### config.mk
export PLATFORM = sky130hd
export DESIGN_NAME = wshb_arbiter_n
export DESIGN_NICKNAME = d
export VERILOG_FILES = /design/src/rtl/wshb_arbiter_n.sv
export SDC_FILE = /design/constraint.sdc
export NUM_CORES = 1
export LEC_CHECK = 0
export CORE_AREA = 3 3 130 132
export CTS_CLUSTER_SIZE = 12
export DETAILED_ROUTE_END_ITERATION = 8
export DIE_AREA = 0 0 133 135
export GPL_ROUTABILITY_DRIVEN = 1
export PLACE_DENSITY_LB_ADDON = 0.08
export REMOVE_ABC_BUFFERS = 1
export SLEW_MARGIN = 40
export SYNTH_ARGS = -nofsm -noshare
export SYNTH_HDL_FRONTEND = slang
export SYNTH_SLANG_ARGS = --single-unit
### constraint.sdc
create_clock -name clk -period 1.61 [get_ports clk]
set_clock_uncertainty 0.1 [all_clocks]
set_input_delay 0.161 -clock clk [delete_from_list [all_inputs] [get_ports clk]]
set_output_delay 0.161 -clock clk [all_outputs]
set_load 0.1 [all_outputs]
### src/rtl/wshb_arbiter_n.sv
// N-master to 1-slave Wishbone arbiter with fixed-priority or round-robin selection,
// a registered one-hot grant and optional ack-quantum preemption via rty.
module wshb_arbiter_n #(
    parameter int unsigned N       = 2,
    parameter int unsigned AW      = 32,
    parameter int unsigned DW      = 32,
    parameter int unsigned RR      = 1,
    parameter int unsigned QUANTUM = 0
) (
    input  logic                    clk,
    input  logic                    rst_n,
    input  logic [N-1:0]            m_cyc,
    input  logic [N-1:0]            m_stb,
    input  logic [N-1:0]            m_we,
    input  logic [N*AW-1:0]         m_adr,
    input  logic [N*DW-1:0]         m_dat_ms,
    input  logic [N*(DW/8)-1:0]     m_sel,
    input  logic [N*3-1:0]          m_cti,
    input  logic [N*2-1:0]          m_bte,
    output logic [N-1:0]            m_ack,
    output logic [N-1:0]            m_err,
    output logic [N-1:0]            m_rty,
    output logic [N*DW-1:0]         m_dat_sm,
    output logic                    s_cyc,
    output logic                    s_stb,
    output logic                    s_we,
    output logic [AW-1:0]           s_adr,
    output logic [DW-1:0]           s_dat_ms,
    output logic [DW/8-1:0]         s_sel,
    output logic [2:0]              s_cti,
    output logic [1:0]              s_bte,
    input  logic                    s_ack,
    input  logic                    s_err,
    input  logic                    s_rty,
    input  logic [DW-1:0]           s_dat_sm,
    output logic [N-1:0]            gnt,
    output logic [$clog2(N)-1:0]    gnt_idx
);

    localparam int unsigned IW = $clog2(N);
    localparam int unsigned SW = DW / 8;
    localparam int unsigned CW = (QUANTUM > 0) ? $clog2(QUANTUM + 1) : 1;

    typedef enum logic [1:0] {StIdle, StBusy, StPreempt} state_e;

    state_e          state_q, state_d;
    logic [N-1:0]    gnt_q, gnt_d;
    logic [IW-1:0]   gnt_idx_q, gnt_idx_d;
    logic [IW-1:0]   ptr_q, ptr_d;
    logic [CW-1:0]   cnt_q, cnt_d;

    logic [IW-1:0]   win;
    logic            found;
    int unsigned     cand;
    logic [31:0]     gi;
    logic            cyc_g;
    logic            others;

    assign gi     = 32'(gnt_idx_q);
    assign cyc_g  = m_cyc[gi];
    assign others = |(m_cyc & ~gnt_q);

    // Round-robin searches ptr+1, ptr+2, ... so the last winner is considered last.
    always_comb begin
        win   = '0;
        found = 1'b0;
        cand  = 0;
        for (int unsigned k = 0; k < N; k++) begin
            if (RR != 0) begin
                cand = (32'(ptr_q) + 1 + k) % N;
            end else begin
                cand = k;
            end
            if (!found && m_cyc[cand]) begin
                found = 1'b1;
                win   = IW'(cand);
            end
        end
    end

    always_comb begin
        state_d   = state_q;
        gnt_d     = gnt_q;
        gnt_idx_d = gnt_idx_q;
        ptr_d     = ptr_q;
        cnt_d     = cnt_q;
        unique case (state_q)
            StIdle: begin
                if (|m_cyc) begin
                    state_d   = StBusy;
                    gnt_d     = N'(1) << win;
                    gnt_idx_d = win;
                    ptr_d     = win;
                    cnt_d     = '0;
                end
            end
            StBusy: begin
                if (QUANTUM != 0 && s_ack && cnt_q != CW'(QUANTUM)) begin
                    cnt_d = cnt_q + CW'(1);
                end
                if (!cyc_g) begin
                    state_d = StIdle;
                    gnt_d   = '0;
                end else if (QUANTUM != 0 && s_ack && cnt_d == CW'(QUANTUM) && others) begin
                    state_d = StPreempt;
                end
            end
            StPreempt: begin
                if (!cyc_g) begin
                    state_d = StIdle;
                    gnt_d   = '0;
                end
            end
            default: begin
                state_d = StIdle;
                gnt_d   = '0;
            end
        endcase
    end

    always_ff @(posedge clk) begin
        if (!rst_n) begin
            state_q   <= StIdle;
            gnt_q     <= '0;
            gnt_idx_q <= '0;
            ptr_q     <= IW'(N - 1);
            cnt_q     <= '0;
        end else begin
            state_q   <= state_d;
            gnt_q     <= gnt_d;
            gnt_idx_q <= gnt_idx_d;
            ptr_q     <= ptr_d;
            cnt_q     <= cnt_d;
        end
    end

    always_comb begin
        s_cyc    = 1'b0;
        s_stb    = 1'b0;
        s_we     = 1'b0;
        s_adr    = '0;
        s_dat_ms = '0;
        s_sel    = '0;
        s_cti    = '0;
        s_bte    = '0;
        m_ack    = '0;
        m_err    = '0;
        m_rty    = '0;
        m_dat_sm = '0;
        if (state_q == StBusy) begin
            s_cyc    = m_cyc[gi];
            s_stb    = m_stb[gi];
            s_we     = m_we[gi];
            s_adr    = m_adr[gi*AW +: AW];
            s_dat_ms = m_dat_ms[gi*DW +: DW];
            s_sel    = m_sel[gi*SW +: SW];
            s_cti    = m_cti[gi*3 +: 3];
            s_bte    = m_bte[gi*2 +: 2];
            m_ack[gi] = s_ack;
            m_err[gi] = s_err;
            m_rty[gi] = s_rty;
            m_dat_sm[gi*DW +: DW] = s_dat_sm;
        end else if (state_q == StPreempt) begin
            // Slave is detached; every new strobe from the preempted master is told to retry.
            m_rty[gi] = m_stb[gi];
        end
    end

    assign gnt     = gnt_q;
    assign gnt_idx = gnt_idx_q;

endmodule
; ---- Word level (Yosys, flattened, before mapping)
; Index checks and enable logic that the tools add are counted.
[classes]
mux = 33
multipliers = 1
bitwise = 5
shifts = 8
magnitude_cmp = 4
eq_ne = 4
addsub = 3
n_reduce_logical = 8
div = 0
[ops]
columns = op, count
row1 = 64-bit by 7-bit indexed part select with 32-bit output, 2
row2 = 64-bit AND, 1
row3 = 32-bit two-way mux, 2
row4 = 64-bit two-way mux, 1
row5 = 32-bit by 34-bit variable shift with 64-bit output (first input constant), 1
row6 = 32-bit by 34-bit indexed part select with 64-bit output, 1
row7 = 6-bit negation with 34-bit output, 1
row8 = 1-bit two-way mux, 17
row9 = 2-bit two-way mux, 8
row10 = 2-bit AND, 4
row11 = 2-bit one-hot mux with 2 select lines, 2
row12 = 8-bit by 4-bit indexed part select with 4-bit output, 1
row13 = 1-bit by 2-bit less-than comparator with 1-bit output (second input constant), 3
row14 = 6-bit by 4-bit indexed part select with 3-bit output, 1
row15 = 4-bit two-way mux, 1
row16 = 2-bit != test (second input constant), 2
row17 = 2-bit AND reduction, 2
row18 = 2-bit OR reduction, 2
row19 = 4-bit by 3-bit indexed part select with 2-bit output, 1
row20 = 1-bit by 2-bit multiplier with 3-bit output (second input constant), 1
row21 = 3-bit two-way mux, 1
row22 = 1-bit adder (second input constant), 2
row23 = 2-bit by 1-bit == test with 1-bit output (second input constant), 1
row24 = 2-bit == test (second input constant), 1
row25 = other kinds (6), 7
[totals]
output_inout_bits = 149
romBits = 0
input_bits = 189
latchBits = 0
ramBits = 0
wordCells = 70
regBits = 6
memories = 0

; ---- Longest topological paths before layout
[logic_depth]
depth_word = 10
depth_mapped = 5
depth_no_buf = 3

; ---- Least setup slack after synthesis
; Ideal clock, no wire load.
[synth_path]
kind = reg-to-output
from = register gnt_idx_q (netlist: gnt_idx)
to = output s_adr[0]
arrival_time_ns = 2.981
n_path_buf = 3
path_slack_ns = -1.632
path_stages_with_launch = 6
required_time_ns = 1.349
path_cell_list = dfxtp_1 > buf_2 > buf_6 > buf_4 > mux2i_1 > nor2b_1
[synth_via]
elab_chain_cells = 2
[synth_rtl]
columns = element, line_no
row1 = from (decl), 48  ; logic [IW-1:0] gnt_idx_q, gnt_idx_d;
row2 = from (signal assigned), 131  ; gnt_idx_q <= gnt_idx_d;
row3 = 64-bit by 7-bit indexed part select with 32-bit output, 154  ; s_adr = m_adr[gi*AW +: AW];
row4 = 32-bit two-way mux, 150  ; if (state_q == StBusy) begin
row5 = to (decl), 27  ; output logic [AW-1:0] s_adr,
; Every way passes these cells.

; ---- Worst setup path after layout
[layout_path]
from = register gnt_idx_q (netlist: gnt_idx)
to = output m_dat_sm[28]
[layout_via]
elab_chain_cells = 4
word_cells_on_any_way = 5
classes_between = add/sub: 1 / shift: 2 / mux: 1 / bitwise: 1
[layout_rtl]
columns = element, line_no
row1 = 6-bit negation with 34-bit output (*), 162  ; m_dat_sm[gi*DW +: DW] = s_dat_sm;
row2 = 32-bit by 34-bit indexed part select with 64-bit output / 32-bit by 34-bit variable shift with 64-bit output (equally long branches), 162
row3 = 64-bit AND (no line) (*), -
row4 = 64-bit two-way mux (*), 150
row5 = to (decl), 23  ; output logic [N*DW-1:0] m_dat_sm,
; Every way passes the cells marked *; elsewhere a longest branch is shown, timed or not.

==> results <==
[layer usage]
layer  wire, um  track usage  up-vias
met3       1270       0.0447       14
met5          0            0        -
met4        277       0.0335        0
met2       7630        0.254      193
li1           -            -     1622
met1       4800        0.138     1487
[sequential cells by signal, indices dropped and copies added (netlist names)]
signal   cells
gnt          2
state_q      1
ptr_q        1
gnt_idx      1
[worst max-delay path: cells and delay by family, from the launching register on]
kind	cells	cell delay, ps
buf+inv	4	590
simple gates	2	290
flops	1	370
[timing repair]
action / in CTS / in global routing
gates resized for setup: 36 / 88
setup buffers: 1 / 6
gates cloned: 2 / 7
pin swaps: 1 / 1
endpoints found under the setup margin: 122 / 141
[metrics by stage]
stage / power [W] / cell area [um^2] / util / worst slack (ps) / std cells
6_report: 0.00434 / 7960 / 0.503 / -130 / 834
5_1_grt: 0.00448 / 7960 / 0.503 / -184 / 834
2_1_floorplan: 0.00212 / 1890 / - / -4390 / 247
3_5_place_dp: 0.00366 / 7210 / 0.455 / 90.0 / 814
3_3_place_gp: 0.00364 / 7210 / 0.455 / 111 / 814
4_1_cts: 0.00415 / 7450 / 0.470 / -113 / 821
[placed cells by master, fill, tap and decap left out, types with 2 or more instances in the layout]
master           synthesis  routed
a21oi_1                  3       3
and2_4                   0      35
and3_1                  35      25
and3_4                   0      10
buf_12                   0     154
buf_4                    5      10
buf_8                    0       4
clkbuf_16                0      12
clkdlybuf4s50_1          0     188
dfxtp_1                  5       3
mux2i_1                 76      66
mux2i_2                  0       7
mux2i_4                  0       3
nand2_1                  3       3
nand2b_1                 2       2
nand3b_1                 2       2
nor2_1                   2       2
nor2b_1                 78      28
nor2b_2                  0      48
nor2b_4                  0       2
[kinds of logic after synthesis]
logic type,synth area share
buf+inv,0.0721
compound gates,0.0247
simple gates,0.479
flops,0.0493
mux,0.375
[Yosys cell counts, types with 2 or more instances]
master and count:
nand3b_1 2, nor2_1 2, mux2i_1 76, a21oi_1 3
nand2_1 3, buf_4 5, and3_1 35, buf_2 6
nand2b_1 2, clkbuf_1 17, dfxtp_1 5, and2_1 35
nor2b_1 78
[power breakdown]
part           total (W)  internal, W  switching, W  leakage, nW
Clock           0.000408     0.000328     0.0000802       0.0382
Combinational    0.00378      0.00165       0.00213         3.07
Sequential      0.000153     0.000135     0.0000175       0.0423
[layout make-up]
type,count,share of cell area
sequential,5,0.0132
tap,216,0.0339
inverter,1,0.000471
timing repair buffer,367,0.676
multi-input combinational,241,0.266
clock buffer,4,0.00990
[how the worst max path moves through the flow]
| stage | startpoint | to | slack [ps] | cells past startpoint |
|---|---|---|---|---|
| 3_3_place_gp | gnt_idx$_SDFFE_PN0P_ | m_dat_sm[5] | 110 | 5 |
| 3_5_place_dp | gnt_idx$_SDFFE_PN0P_ | m_dat_sm[19] | 90 | 5 |
| 5_1_grt | gnt_idx$_SDFFE_PN0P_ | m_dat_sm[25] | -180 | 6 |
| 4_1_cts | gnt_idx$_SDFFE_PN0P_ | s_cti[1] | -110 | 4 |
| 2_1_floorplan | gnt_idx$_SDFFE_PN0P_ | m_ack[0] | -4390 | 2 |
| 6_report | gnt_idx$_SDFFE_PN0P_ | m_dat_sm[28] | -130 | 6 |
==> out/results.ini <==
[global_route]
grt_pass1_vias = 3231
grt_start_max_net_pins = 72
grt.overflow.total = 0
antenna_found_initial = 0
grt_use_total = 0.133
grt_first_pass_wirelength_um = 19000

[die]
core_area_mm2 = 0.0158
rows = 46
dieArea_mm2 = 0.0180
die_y_um = 135
die_x_um = 133
start_util = 0.128
io_pins = 338

[worst_setup_path]
reg2reg_to = gnt[1]$_SDFFE_PN0P_
cpMaxStageDelayCell = dfxtp_4
cp_data_required_time_ps = 1350
crit_type = register to output port
rrSetupSlack_ps = 110
slowest_delay_ps = 370
r2r_start = gnt_idx$_SDFFE_PN0P_
reg2reg_depth = 6
cp.arrival_ps = 1480
cp-start-kind = register
cpMostUsedCell = buf_12
cp-end-kind = output port
crit_chain = buf_12 -> nor2b_4 -> buf_12 -> clkbuf_16 -> and2_4 -> buf_12
worst-path-max-fanout = 9

[yosys]
syn_avg_cell_area_um2 = 7.35
synth_area_mm2 = 0.00203
synth_edf_count = 0
synth_top_area_share = 0.375
synth_area_leaders = mux2i_1 (37%), nor2b_1 (24%), and2_1 (11%)
synth_largest_area_cell = mux2i_1
yosysSeqAreaShare = 0.0493
yosysWarningCount = 0
ys.flop_type = dfxtp_1
async_flop_share = 0
netlist_instances = 276
ys_seq_elements = 5
synth.distinct_cells = 20

[placement]
portBuffers = 337
gp_congestion = 0.766
place.detailed.hpwl_um = 11200

[status]
violations = negative setup slack
status = finished, violations left

[power]
ir_worst_vdd_uv = 237
leakage_nw = 3.15
power_density_mw_per_mm2 = 545

[clocking]
cts_tree = yes
clockRootBuffer = clkbuf_16
htreeDepth = 1
path_clk_slew_ps = 30
cts_buffers = 3
clk_latency_ps = 230
clock_path_buffers = 2
cts_hold_buf = 0
cts.sinks = 5

[route]
dr.pass1.iters = 4
via_per_inst = 3.98
ant_nets = 0
drt_iter0_drc = 61
vias = 3316
wirelength_um = 14000
drc = 0
wl_per_cell_um = 16.8

[cells_and_area]
diodes = 0
area_delta_synth_final_pct = 292
num-nets-final = 808
drive_above_1_share = 0.468
ff_latch_area_um2 = 105
multi_input_area_mm2 = 0.00212
final.fill_count = 1385

[sta]
setup_viol = 137
setup_tns_ps = -8390
final_hold_viol_count = 0
period_minus_slack_ps = 1740
rsz0062_at_grt = yes
slew_violations = 0
slew_headroom = 0.831
max_freq_mhz = 575
whs_ps = 415
worst_slew_pin_slew_ps = 253
period_share = 1.08
worst_slack_ps = -130

[worst_hold_path]
worstHoldPathType = input port to register
hold_start = rst_n
min_to = ptr_q$_SDFFE_PN1P_
hold_depth = 2

[run]
max-cap-violations = 0

(Power assumes the default switching activity.)
